### src/rtl/branch_pc_unit_if.sv
`default_nettype none
// ============================================================================
//  Module   : branch_pc_unit_if
//  Brief    : Fetch handshake, decoded-instruction and PC/status bundle for
//             the branch/PC unit. The slave modport is the unit itself; the
//             master modport is the surrounding pipeline.
//  Revision : 1.0 - initial release
// ============================================================================
interface branch_pc_unit_if;
  // Pipeline -> unit
  logic        fetch_ready_i;
  logic        stall_i;
  logic        is_branch_i;
  logic        is_jal_i;
  logic        is_jalr_i;
  logic [2:0]  funct3_i;
  logic [31:0] imm_i;
  logic [31:0] rs1_data_i;
  logic        br_less_i;
  logic        br_equal_i;
  // Unit -> pipeline
  logic        br_unsigned_o;
  logic [31:0] pc_o;
  logic [31:0] pc_four_o;
  logic        fetch_req_o;
  logic        taken_o;
  logic        misalign_o;
  logic [15:0] br_taken_cnt_o;

  modport slave (
    input  fetch_ready_i, stall_i, is_branch_i, is_jal_i, is_jalr_i,
    input  funct3_i, imm_i, rs1_data_i, br_less_i, br_equal_i,
    output br_unsigned_o, pc_o, pc_four_o, fetch_req_o, taken_o,
    output misalign_o, br_taken_cnt_o
  );

  modport master (
    output fetch_ready_i, stall_i, is_branch_i, is_jal_i, is_jalr_i,
    output funct3_i, imm_i, rs1_data_i, br_less_i, br_equal_i,
    input  br_unsigned_o, pc_o, pc_four_o, fetch_req_o, taken_o,
    input  misalign_o, br_taken_cnt_o
  );
endinterface
`default_nettype wire

### src/rtl/branch_pc_unit.sv
`default_nettype none
// ============================================================================
//  Module   : branch_pc_unit
//  Brief    : Program counter and control-transfer resolution. Alternates
//             FETCH/EXEC per instruction, resolves JAL/JALR/conditional
//             branches, diverts misaligned targets through a one-cycle TRAP
//             state, and counts taken conditional branches (saturating).
//  Revision : 1.0 - initial release
// ============================================================================
module branch_pc_unit #(
  parameter logic [31:0] RESET_PC = 32'h0000_0000,
  parameter logic [31:0] TRAP_PC  = 32'h0000_0100
) (
  input  logic            clk_i,
  input  logic            rst_ni,
  branch_pc_unit_if.slave bus
);

  typedef enum logic [1:0] {
    S_FETCH = 2'd0,
    S_EXEC  = 2'd1,
    S_TRAP  = 2'd2
  } state_e;

  state_e      state_q, state_d;
  logic [31:0] pc_q, pc_d;
  logic [15:0] cnt_q, cnt_d;

  logic        cond_met;
  logic        xfer;
  logic        is_cond_br;
  logic [31:0] target;
  logic [31:0] pc_plus_imm;
  logic [31:0] jalr_sum;
  logic [31:0] pc_plus_four;

  assign pc_plus_imm  = pc_q + bus.imm_i;
  assign jalr_sum     = bus.rs1_data_i + bus.imm_i;
  assign pc_plus_four = pc_q + 32'd4;

  // Evaluate the branch condition selected by funct3 from the comparator flags
  always_comb begin
    cond_met = 1'b0;
    case (bus.funct3_i)
      3'b000:          cond_met = bus.br_equal_i;
      3'b001:          cond_met = ~bus.br_equal_i;
      3'b100, 3'b110:  cond_met = bus.br_less_i;
      3'b101, 3'b111:  cond_met = ~bus.br_less_i;
      default:         cond_met = 1'b0;
    endcase
  end

  // Resolve the winning instruction class (JALR over JAL over branch) and its target
  always_comb begin
    xfer       = 1'b0;
    is_cond_br = 1'b0;
    target     = pc_plus_imm;
    if (bus.is_jalr_i) begin
      xfer   = 1'b1;
      target = jalr_sum & ~32'h0000_0001;
    end else if (bus.is_jal_i) begin
      xfer   = 1'b1;
    end else if (bus.is_branch_i) begin
      is_cond_br = 1'b1;
      xfer       = cond_met;
    end
  end

  // Next-state logic: state, PC and taken-branch counter
  always_comb begin
    state_d = state_q;
    pc_d    = pc_q;
    cnt_d   = cnt_q;
    unique case (state_q)
      S_FETCH: begin
        if (bus.fetch_ready_i) begin
          state_d = S_EXEC;
        end
      end
      S_EXEC: begin
        if (!bus.stall_i) begin
          state_d = S_FETCH;
          if (xfer) begin
            // A target with bit 1 set is not word aligned: keep the PC and trap
            if (target[1]) begin
              state_d = S_TRAP;
            end else begin
              pc_d = target;
            end
          end else begin
            pc_d = pc_plus_four;
          end
          // Trapping taken branches still count
          if (is_cond_br && xfer && (cnt_q != 16'hFFFF)) begin
            cnt_d = cnt_q + 16'd1;
          end
        end
      end
      S_TRAP: begin
        pc_d    = TRAP_PC;
        state_d = S_FETCH;
      end
      default: begin
        state_d = S_FETCH;
      end
    endcase
  end

  // State, PC and counter registers with asynchronous reset
  always_ff @(posedge clk_i or negedge rst_ni) begin
    if (!rst_ni) begin
      state_q <= S_FETCH;
      pc_q    <= RESET_PC;
      cnt_q   <= 16'd0;
    end else begin
      state_q <= state_d;
      pc_q    <= pc_d;
      cnt_q   <= cnt_d;
    end
  end

  assign bus.br_unsigned_o  = bus.funct3_i[1];
  assign bus.pc_o           = pc_q;
  assign bus.pc_four_o      = pc_plus_four;
  assign bus.fetch_req_o    = (state_q == S_FETCH);
  assign bus.taken_o        = (state_q == S_EXEC) && xfer;
  assign bus.misalign_o     = (state_q == S_TRAP);
  assign bus.br_taken_cnt_o = cnt_q;

endmodule
`default_nettype wire

### src/flat_wrapper.sv
// flat-port wrapper written by rule: the top's interface ports become plain ports
module branch_pc_unit_flat 
#(
  parameter logic [31:0] RESET_PC = 32'h0000_0000,
  parameter logic [31:0] TRAP_PC  = 32'h0000_0100
)
  (clk_i, rst_ni, bus_fetch_ready_i, bus_stall_i, bus_is_branch_i, bus_is_jal_i, bus_is_jalr_i, bus_funct3_i, bus_imm_i, bus_rs1_data_i, bus_br_less_i, bus_br_equal_i, bus_br_unsigned_o, bus_pc_o, bus_pc_four_o, bus_fetch_req_o, bus_taken_o, bus_misalign_o, bus_br_taken_cnt_o);
  branch_pc_unit_if bus_i ();
  input  logic clk_i;
  input  logic rst_ni;
  input wire logic [$bits(bus_i.fetch_ready_i)-1:0] bus_fetch_ready_i;
  input wire logic [$bits(bus_i.stall_i)-1:0] bus_stall_i;
  input wire logic [$bits(bus_i.is_branch_i)-1:0] bus_is_branch_i;
  input wire logic [$bits(bus_i.is_jal_i)-1:0] bus_is_jal_i;
  input wire logic [$bits(bus_i.is_jalr_i)-1:0] bus_is_jalr_i;
  input wire logic [$bits(bus_i.funct3_i)-1:0] bus_funct3_i;
  input wire logic [$bits(bus_i.imm_i)-1:0] bus_imm_i;
  input wire logic [$bits(bus_i.rs1_data_i)-1:0] bus_rs1_data_i;
  input wire logic [$bits(bus_i.br_less_i)-1:0] bus_br_less_i;
  input wire logic [$bits(bus_i.br_equal_i)-1:0] bus_br_equal_i;
  output wire logic [$bits(bus_i.br_unsigned_o)-1:0] bus_br_unsigned_o;
  output wire logic [$bits(bus_i.pc_o)-1:0] bus_pc_o;
  output wire logic [$bits(bus_i.pc_four_o)-1:0] bus_pc_four_o;
  output wire logic [$bits(bus_i.fetch_req_o)-1:0] bus_fetch_req_o;
  output wire logic [$bits(bus_i.taken_o)-1:0] bus_taken_o;
  output wire logic [$bits(bus_i.misalign_o)-1:0] bus_misalign_o;
  output wire logic [$bits(bus_i.br_taken_cnt_o)-1:0] bus_br_taken_cnt_o;
  assign bus_i.fetch_ready_i = bus_fetch_ready_i;
  assign bus_i.stall_i = bus_stall_i;
  assign bus_i.is_branch_i = bus_is_branch_i;
  assign bus_i.is_jal_i = bus_is_jal_i;
  assign bus_i.is_jalr_i = bus_is_jalr_i;
  assign bus_i.funct3_i = bus_funct3_i;
  assign bus_i.imm_i = bus_imm_i;
  assign bus_i.rs1_data_i = bus_rs1_data_i;
  assign bus_i.br_less_i = bus_br_less_i;
  assign bus_i.br_equal_i = bus_br_equal_i;
  assign bus_br_unsigned_o = bus_i.br_unsigned_o;
  assign bus_pc_o = bus_i.pc_o;
  assign bus_pc_four_o = bus_i.pc_four_o;
  assign bus_fetch_req_o = bus_i.fetch_req_o;
  assign bus_taken_o = bus_i.taken_o;
  assign bus_misalign_o = bus_i.misalign_o;
  assign bus_br_taken_cnt_o = bus_i.br_taken_cnt_o;
  branch_pc_unit #(.RESET_PC(RESET_PC), .TRAP_PC(TRAP_PC)) u_core (.clk_i(clk_i), .rst_ni(rst_ni), .bus(bus_i));
endmodule
### config.mk
export PLATFORM = sky130hd
export DESIGN_NAME = branch_pc_unit_flat
export DESIGN_NICKNAME = d
export VERILOG_FILES = /design/src/rtl/branch_pc_unit_if.sv /design/src/rtl/branch_pc_unit.sv /design/src/flat_wrapper.sv
export SDC_FILE = /design/constraint.sdc
export NUM_CORES = 1
export LEC_CHECK = 0
export ABC_AREA = 1
export CORE_ASPECT_RATIO = 1.4
export CORE_MARGIN = 2
export CORE_UTILIZATION = 59
export CTS_CLUSTER_DIAMETER = 80
export CTS_CLUSTER_SIZE = 24
export DETAILED_ROUTE_END_ITERATION = 6
export PLACE_DENSITY = 0.95
export SYNTH_ARGS = -nofsm -noshare
export SYNTH_HDL_FRONTEND = slang
export SYNTH_SLANG_ARGS = --single-unit
### constraint.sdc
create_clock -name clk_i -period 5.7 [get_ports clk_i]
set_input_delay 1.425 -clock clk_i [delete_from_list [all_inputs] [get_ports clk_i]]
set_output_delay 1.425 -clock clk_i [all_outputs]
set_load 0.01 [all_outputs]
==> results.toml <==
[cells_and_area]
drive_above_1_share_pct = 2.07
layout_common_cells = "sky130_fd_sc_hd__nand2_1, sky130_fd_sc_hd__inv_1, sky130_fd_sc_hd__clkdlybuf4s50_1"
insertedDiodeCount = 0
final_common_cell = "sky130_fd_sc_hd__nand2_1"
count_of_nets_after_finishing = 1885
flow.area_growth_from_synthesis_pct = 22.8

[drt]
route.layer.met1.wl_mm = 10.7
detailroute.wirelength.met3_mm = 2.13
detailed_route_wirelength_on_metal2_mm = 13.8
maxUsedRoutingLayer = "met4"
final_antenna_net_count = 0
detail_route.vias_per_cell = 5.41
avgRoutedWirePerCell_um = 14.7
drt_first_pass_iters = 7
routed-via-count = 10400
detail_route.drc_violations = 0
drt-total-wl_mm = 28.4
drtIter0Drc = 608

[status]
run_status = "finished, final reports clean"

[power]
power.static_leakage_uw = 0.00599
sequentialPowerShare_pct = 18.5
power_per_cell_area_mw_per_mm2 = 412
power.switching_uw = 2280
power_switching_share_pct = 53.9
vdd.ir_drop.worst_mv = 0.321
cell_internal_pwr_uw = 1950
power.share.combinational_pct = 72.9
power.share.clock_pct = 8.6

[timing]
timing.final.hold_violations = 0
fmaxAchievable_mhz = 221
min_period_over_period_pct = 79.2
worst_slew_margin_rel_pct = 56.5
tns_ns = 0
timing_max_transition_violations_final = 0
period_minus_slack_ns = 4.52
grt_setup_unrepaired = "false"
worst_slack_ns = 1.18
timing.final.setup_violations = 0
tightestPinTransition_ns = 0.653
finalClockSkew_ns = 0.00348

[global_route]
first_pass_grt_wire_length_mm = 45.7
grt_overflow_total = 0
global_route.usage.total_pct = 36.7
first_global_vias = 10000
grt_start_max_net_pins = 50
grt_antenna_before_repair = 0

[clocking]
clkLatencyLatePin_ns = 0.30
total_cts_buffers = 5
cts-htree-levels = 2
cts.root.buffer_cell = "sky130_fd_sc_hd__clkbuf_16"
post_cts_sizing_count = 0
clock_transition_time_at_the_flip_flop_clock_pins_of_the_worst_setup_and_hold_paths_ns = 0.07
holdBufCountCts = 0
clock_path_buffers = 2
number_of_sinks_driven_by_the_clock_tree = 49
cts.repair_timing.setup_buffer_count = 0
tritoncts = "built"

[hold_path]
min-delay-path-class = "flop to flop"

[synth]
synth-seq-area-share_pct = 14.7
synth_seq_cells = 49
ys_dominant_reg_cell = "sky130_fd_sc_hd__dfrtp_1"
ys_warn_count = 0
mappedNetlistArea_mm2 = 0.00837
synth_top_area_share_pct = 29.7
postSynthAreaPerCell_um2 = 5.25
synth_cells = 1594
synth_enable_flop_cells = 0
yosysUniqueCellTypes = 41
async_set_or_reset_register_ratio_after_synthesis_pct = 100
post_synth_main_area_contributors = "sky130_fd_sc_hd__nand2_1, sky130_fd_sc_hd__dfrtp_1, sky130_fd_sc_hd__inv_1"
synth.largest_area_cell = "sky130_fd_sc_hd__nand2_1"

[setup_path]
endpoint_kind = "primary output"
worst_path_max_delay_cell = "sky130_fd_sc_hd__clkdlybuf4s50_1"
path_cells = "clkdlybuf4s50_1 > inv_1 > nand2_1 > nand3_1 > o21ai_1 > nand2_1 > nand2_1 > inv_1 > nor2_1 > clkdlybuf4s50_1"
cp_common_cell = "sky130_fd_sc_hd__nand2_1"
timing.critical_path.fanout_max = 4
critPathArrivalTime_ns = 3.09
worst_setup_path_type = "input pin to primary output"
critical_path_buf_inv_count = 4
timing.critical_path.from_type = "input pin"
path_delay_family = "buffers and inverters"
critical_path_required_ns = 4.28
worst_path_largest_cell_delay_ns = 0.55

[place]
dpl_worst_slack_ns = 1.20
gp_weighted_congestion = 0.976
dp_hpwl_mm = 23.4
port_buffers = 157

[die]
core-area_mm2 = 0.0139
start_util_pct = 60.2
fp-row-count = 51
boundaryPins = 160
dieWidth_um = 105
die_area_mm2 = 0.0152
chipHeight_um = 145

[job]
drv.max_cap_violation_count = 0
-- cell families (layout without fill, tap and decap cells) --
| kind of cell | count (synthesis) | count (layout) | share of synthesized area (%) |
|---|---|---|---|
| simple gates | 966 | 966 | 46.9 |
| buf+inv | 336 | 484 | 15.3 |
| compound gates | 134 | 134 | 8.64 |
| fa+ha+maj | 67 | 67 | 10.1 |
| flops | 49 | 49 | 14.7 |
| xor+xnor | 40 | 40 | 4.19 |
| other cells | 1 | 2 | 0.0448 |
| mux | 1 | 1 | 0.135 |
-- synth_stat cells (5+ instances only) --
cell                       instances
sky130_fd_sc_hd__xnor2_1          19
sky130_fd_sc_hd__o21bai_1          7
sky130_fd_sc_hd__nor2_1          140
sky130_fd_sc_hd__nand3_1         103
sky130_fd_sc_hd__a21oi_1          72
sky130_fd_sc_hd__buf_1             6
sky130_fd_sc_hd__inv_1           312
sky130_fd_sc_hd__nand4_1          13
sky130_fd_sc_hd__xor2_1           21
sky130_fd_sc_hd__nand2_1         663
sky130_fd_sc_hd__buf_4             5
sky130_fd_sc_hd__nor3_1           14
sky130_fd_sc_hd__o21ai_0          39
sky130_fd_sc_hd__nor4_1            5
sky130_fd_sc_hd__clkbuf_1          7
sky130_fd_sc_hd__nor2_2            6
sky130_fd_sc_hd__dfrtp_1          49
sky130_fd_sc_hd__ha_1             66
-- flip-flops by register name (all words and copies together) (netlist names) --
signal and flops:
u_core.state_q 2, u_core.bus.pc_o 31, u_core.bus.br_taken_cnt_o 16
-- area by class of cell --
class | count | area [um^2]
clock buffers | 6 | 139
clock inverters | 2 | 37.5
fillers | 1278 | 3640
inverters | 315 | 1180
multi-input cells | 1210 | 5860
flip-flops and latches | 49 | 1230
well taps | 185 | 231
repair buffers | 161 | 1600
-- final timing paths --
| path | start | end | slack (ns) | depth (start not counted) |
|---|---|---|---|---|
| max | bus_funct3_i[0] | bus_taken_o | 1.18 | 10 |
| min reg2reg | u_core.bus.br_taken_cnt_o[14] | u_core.bus.br_taken_cnt_o[14] | 0.52 | 1 |
| min in group asynchronous | rst_ni | u_core.bus.br_taken_cnt_o[12] | 1.23 | 2 |
| max reg2reg | u_core.bus.pc_o[0] | u_core.bus.pc_o[5] | 2.96 | 11 |
| max in group asynchronous | rst_ni | u_core.bus.pc_o[31] | 4.03 | 2 |
| min | u_core.bus.br_taken_cnt_o[14] | u_core.bus.br_taken_cnt_o[14] | 0.52 | 1 |
-- power by group through the flow --
stage	sequential [uW]	combinational, uW	clock (uW)
floorplan	740	1910	0
global placement	772	2930	0
detailed placement	773	3010	0
CTS	770	3040	358
global route	797	3430	372
finish	784	3090	363
-- stage by stage --
stage	instance area, um^2	hold slack, ns	total power, uW	util (%)	instances
2_1_floorplan	8370	0.478	2650	-	1595
3_3_place_gp	10100	0.479	3700	72.6	1920
3_5_place_dp	10100	0.501	3790	72.6	1920
4_1_cts	10300	0.514	4170	73.9	1928
5_1_grt	10300	0.526	4600	73.9	1928
6_report	10300	0.515	4230	73.9	1928
-- routing by layer --
layer / vias up / global-route usage [%]
met5: - / 0
met4: 0 / 21.7
met3: 127 / 4.85
met2: 497 / 65.3
met1: 4646 / 41.4
li1: 5167 / -
No activity file was read; power rests on OpenSTA's default activity.
